[config.mk]
export PLATFORM = sky130hd
export DESIGN_NAME = square_rotator_dir
export DESIGN_NICKNAME = d
export VERILOG_FILES = /design/src/rtl/square_rotator_dir.sv
export SDC_FILE = /design/constraint.sdc
export NUM_CORES = 1
export LEC_CHECK = 0
export CORE_MARGIN = 2
export CORE_UTILIZATION = 56
export DETAILED_ROUTE_END_ITERATION = 12
export GPL_ROUTABILITY_DRIVEN = 0
export PLACE_DENSITY = 0.77
export SLEW_MARGIN = 40
export SYNTH_ARGS = -nofsm -noshare
export SYNTH_HDL_FRONTEND = slang
export SYNTH_SLANG_ARGS = --single-unit
[constraint.sdc]
create_clock -name clk -period 2.2 [get_ports clk]
set_clock_uncertainty 0.1 [all_clocks]
set_input_delay 0.55 -clock clk [delete_from_list [all_inputs] [get_ports clk]]
set_output_delay 0.55 -clock clk [all_outputs]
set_load 0.1 [all_outputs]
[src/rtl/square_rotator_dir.sv]
// Rotating-square driver for a 4-digit active-low 7-segment display.
// The glyph walks the perimeter in either direction at a selectable step rate.
module square_rotator_dir #(
   parameter int STEP_CYCLES = 2**25,
   parameter int CNT_W       = 28
) (
   input  logic       clk,
   input  logic       reset,
   input  logic       en,
   input  logic       cw,
   input  logic [1:0] speed,
   output logic [3:0] an,
   output logic [7:0] sseg,
   output logic [2:0] pos,
   output logic       step
);

   localparam logic [CNT_W-1:0] STEP_FULL = CNT_W'(STEP_CYCLES);
   localparam logic [7:0]       SSEG_TOP  = 8'b10011100;
   localparam logic [7:0]       SSEG_BOT  = 8'b11100010;

   logic [CNT_W-1:0] cnt_reg, cnt_next;
   logic [CNT_W-1:0] limit_m1;
   logic [2:0]       pos_reg, pos_next;
   logic             step_reg, step_next;
   logic             cw_meta_reg, cw_sync_reg;
   logic             terminal;
   logic [1:0]       digit;

   // Using >= rather than == keeps a mid-count speed increase from overrunning.
   assign limit_m1 = (STEP_FULL >> speed) - CNT_W'(1);
   assign terminal = (cnt_reg >= limit_m1);

   always_ff @(posedge clk or posedge reset) begin
      if (reset) begin
         cw_meta_reg <= 1'b1;
         cw_sync_reg <= 1'b1;
      end else begin
         cw_meta_reg <= cw;
         cw_sync_reg <= cw_meta_reg;
      end
   end

   always_comb begin
      cnt_next  = cnt_reg;
      pos_next  = pos_reg;
      step_next = 1'b0;
      if (en) begin
         if (terminal) begin
            cnt_next  = '0;
            pos_next  = cw_sync_reg ? pos_reg + 3'd1 : pos_reg - 3'd1;
            step_next = 1'b1;
         end else begin
            cnt_next  = cnt_reg + CNT_W'(1);
         end
      end
   end

   always_ff @(posedge clk or posedge reset) begin
      if (reset) begin
         cnt_reg  <= '0;
         pos_reg  <= 3'd0;
         step_reg <= 1'b0;
      end else begin
         cnt_reg  <= cnt_next;
         pos_reg  <= pos_next;
         step_reg <= step_next;
      end
   end

   // Top row walks digits 3..0 left to right; bottom row walks them back 0..3.
   assign digit = pos_reg[2] ? pos_reg[1:0] : (2'd3 - pos_reg[1:0]);

   genvar gi;
   generate
      for (gi = 0; gi < 4; gi++) begin : g_an
         assign an[gi] = (digit != 2'(gi));
      end
   endgenerate

   assign sseg = pos_reg[2] ? SSEG_BOT : SSEG_TOP;
   assign pos  = pos_reg;
   assign step = step_reg;

endmodule
==> summary.md <==
| Metric | Value |
|---|---|
| Status | `complete, no violations` |
| Critical path launch point type | `input port` |
| Syn. warnings | `0` |
| Comb pwr share | `0.620` |
| Hold WC Path Type | `register to register` |
| Final worst path period need | `2176 ps` |
| Gate Count Post-Synth | `204` |
| Sw Ratio | `0.5093` |
| Antenna diodes | `0` |
| First-pass GRT wire length | `7514 um` |
| Worst skew pair latency | `340 ps` |
| Core area | `3337 sq um` |
| Initial Util | `0.5834` |
| P_int | `1.608 mW` |
| Placement Rows | `21` |
| Final period utilization | `0.9890` |
| Worst Path Required | `2330 ps` |
| Main flop type after synthesis | `dfrtp_1` |
| Vias | `1596` |
| FF-to-FF path depth | `6` |
| CTS Sinks | `34` |
| Fill cells | `227` |
| Share of cells above drive strength 1 | `0.2929` |
| Cell Chain, Critical Path | `dlygate4sd2_1, or2_4, ha_4, nand4_1, nor3_2, nand4_2, nand2_4, mux2_4` |
| Max Slew Vio Count | `0` |
| Hpwl dp | `3310 um` |
| Pre-antenna DRT Iters | `4` |
| Num CTS Buffers | `5` |
| Clock transition at path regs | `110 ps` |
| Hold EP | `cw_sync_reg$_DFF_PP1_` |
| Commonest cells in the netlist | `33 x nor2_1, 32 x dfrtp_1, 19 x nand3_1` |
| Die Area | `3964 sq um` |
| Seq cells post-synth | `34` |
| Psw | `1.669 mW` |
| Mapped Area | `1947 sq um` |
| Netlist cell types | `43` |
| WS Path Type | `input port to register` |
| CTS Root Cell | `clkbuf_4` |
| TritonCTS clock tree | `built` |
| DRC | `0` |
| Hold Vio Cnt, Final | `0` |
| WP data arrival | `2310 ps` |
| Hold Buf Count CTS | `0` |
| Leading area contributor after synthesis | `dfrtp_1` |
| Nets | `250` |
| Htree depth | `2` |
| Synth area leaders | `dfrtp_1 41%, xor2_1 7.6%, nor2_1 6.4%, nand3_1 4.9%, ha_1 3.2%` |
| Worst hold stages | `0` |
| Crit Reg-Reg Startpoint | `cnt_reg[23]$_DFFE_PP0P_` |
| P_leak | `1.203 nW` |
| Largest net degree at the start of global routing | `14` |
| Ports | `22` |
| Flop2flop setup slack | `230 ps` |
| Post-synth EDFFs | `0` |
| WL/cell | `15.32 um` |
| Sequential Power Share | `0.271` |
| Crit. End Element | `register` |
| Critical path's slowest cell | `mux2_4` |
| Worst r2r dst | `pos[1]$_DFFE_PP0P_` |
| Share of the synthesized area in the top cell type | `0.4113` |
| Remaining antenna violation count | `0` |
| Pwr dens | `1293 nW/um^2` |
| Antenna violations before repair | `0` |
| Worst hold start | `cw_meta_reg$_DFF_PP1_` |
| Overall Power | `3.277 mW` |
| Total Wirelength | `4367 um` |
| Register area share after synthesis | `0.4383` |
| Gr ovfl total | `0` |
| Async SR Flop Fraction | `1.000` |
| GRT Overall Usage | `0.2428` |
| Vias in the first global route | `1619` |
| Syn_area_per_cell | `9.543 sq um` |
| Die Y | `62.96 um` |
| Count leader, synth | `nor2_1` |
| Area delta synth->final | `30.14%` |
| Clk pwr share | `0.109` |
| Port-buffer cells | `19` |
| Largest register FFs | `28` |
| Final setup violating endpoints | `0` |
| Drt initial violations | `88` |
| Routed vias/inst | `5.600` |
| Fin Setup TNS | `0 ps` |
| Maximum vdd drop | `0.0005713 V` |
| F_max | `459.6 MHz` |
| Die X | `62.96 um` |
| Max Buffers Root-to-Sink | `2` |
| Max cap viols | `0` |
| CP peak stage delay | `300 ps` |
| Worst-path fanout max | `4` |
[final cells by class]
type                       count  area (sq um)  share of cell area
clock inverter                 1         5.005            0.001975
timing repair buffer          39         465.4              0.1837
sequential                    34         862.1              0.3402
multi-input combinational    149          1051              0.4148
tap                           46         57.56             0.02272
inverter                       9         37.54             0.01481
clock buffer                   7         55.05             0.02173
[layout by cell type, fill, tap and decap left out, types with 4 or more instances in the layout]
cell,netlist,final
and3_1,7,7
buf_12,0,13
buf_4,7,21
clkbuf_4,0,5
dfrtp_1,32,29
ha_1,5,4
inv_1,9,8
nand2_1,10,10
nand3_1,19,19
nand4_1,7,7
nor2_1,33,31
xnor2_1,7,7
xor2_1,17,17
[per-stage QoR]
step	utilization	hold WS (ps)	std cells	area, sq um	setup WS, ps
3_3_place_gp	0.7218	247.5	271	2409	-435.9
5_1_grt	0.7593	270.3	285	2534	-5.448
4_1_cts	0.7488	268.3	281	2499	31.21
3_5_place_dp	0.7218	253.4	271	2409	-548.7
6_report	0.7593	267.4	285	2534	24.09
2_1_floorplan	-	245.2	205	2023	-266.5
[power by group through the flow]
stage | Clock (mW) | Combinational [mW] | Sequential [mW]
after floorplan | 0 | 1.20 | 1.02
after global placement | 0 | 1.92 | 0.900
after detailed placement | 0 | 1.96 | 0.912
after CTS | 0.365 | 1.97 | 0.902
after global routing | 0.388 | 2.10 | 0.905
final | 0.358 | 2.03 | 0.888
[metal layers]
| metal | GRT usage | vias up | share of wire |
|---|---|---|---|
| li1 | - | 752 | - |
| met2 | 0.4282 | 44 | 0.55 |
| met4 | 0.06667 | 0 | 0.014 |
| met5 | 0 | - | 0 |
| met1 | 0.2942 | 791 | 0.39 |
| met3 | 0.05946 | 9 | 0.043 |
[worst max-delay path, delay by kind of cell]
kind	cells	cell delay (ps)
multiplexers	1	300
buffers and inverters	1	250
adder cells (fa/ha/maj)	1	270
AND/OR/NAND/NOR	5	920
[worst max path at each step]
stage | slack, ps | cells after the start | endpoint | from
floorplan | -270 | 3 | an[0] | pos[2]$_DFFE_PP0P_
global placement | -440 | 8 | pos[2]$_DFFE_PP0P_ | speed[1]
detailed placement | -550 | 8 | pos[1]$_DFFE_PP0P_ | speed[1]
CTS | 30 | 4 | an[0] | pos[2]$_DFFE_PP0P_
global route | -5 | 3 | an[0] | pos[1]$_DFFE_PP0P_
finish | 20 | 8 | pos[1]$_DFFE_PP0P_ | speed[1]
[cell families after synthesis]
group                    count (synthesis)  synth area share
AO/OA/AOI/OAI                           15           0.05399
XOR/XNOR                                24            0.1080
adder cells (fa/ha/maj)                  6           0.04242
buffers and inverters                   22           0.06426
flip-flops                              34            0.4383
multiplexers                             4           0.02313
other                                    2          0.003857
AND/OR/NAND/NOR                         97            0.2661
[what timing repair did]
action	4_1_cts	5_1_grt
endpoints found under the setup margin	31	2
gates resized for setup	5	1
buffers inserted	2	4
pin swaps	3	0
Note: power is estimated with default switching activity, not from simulation.
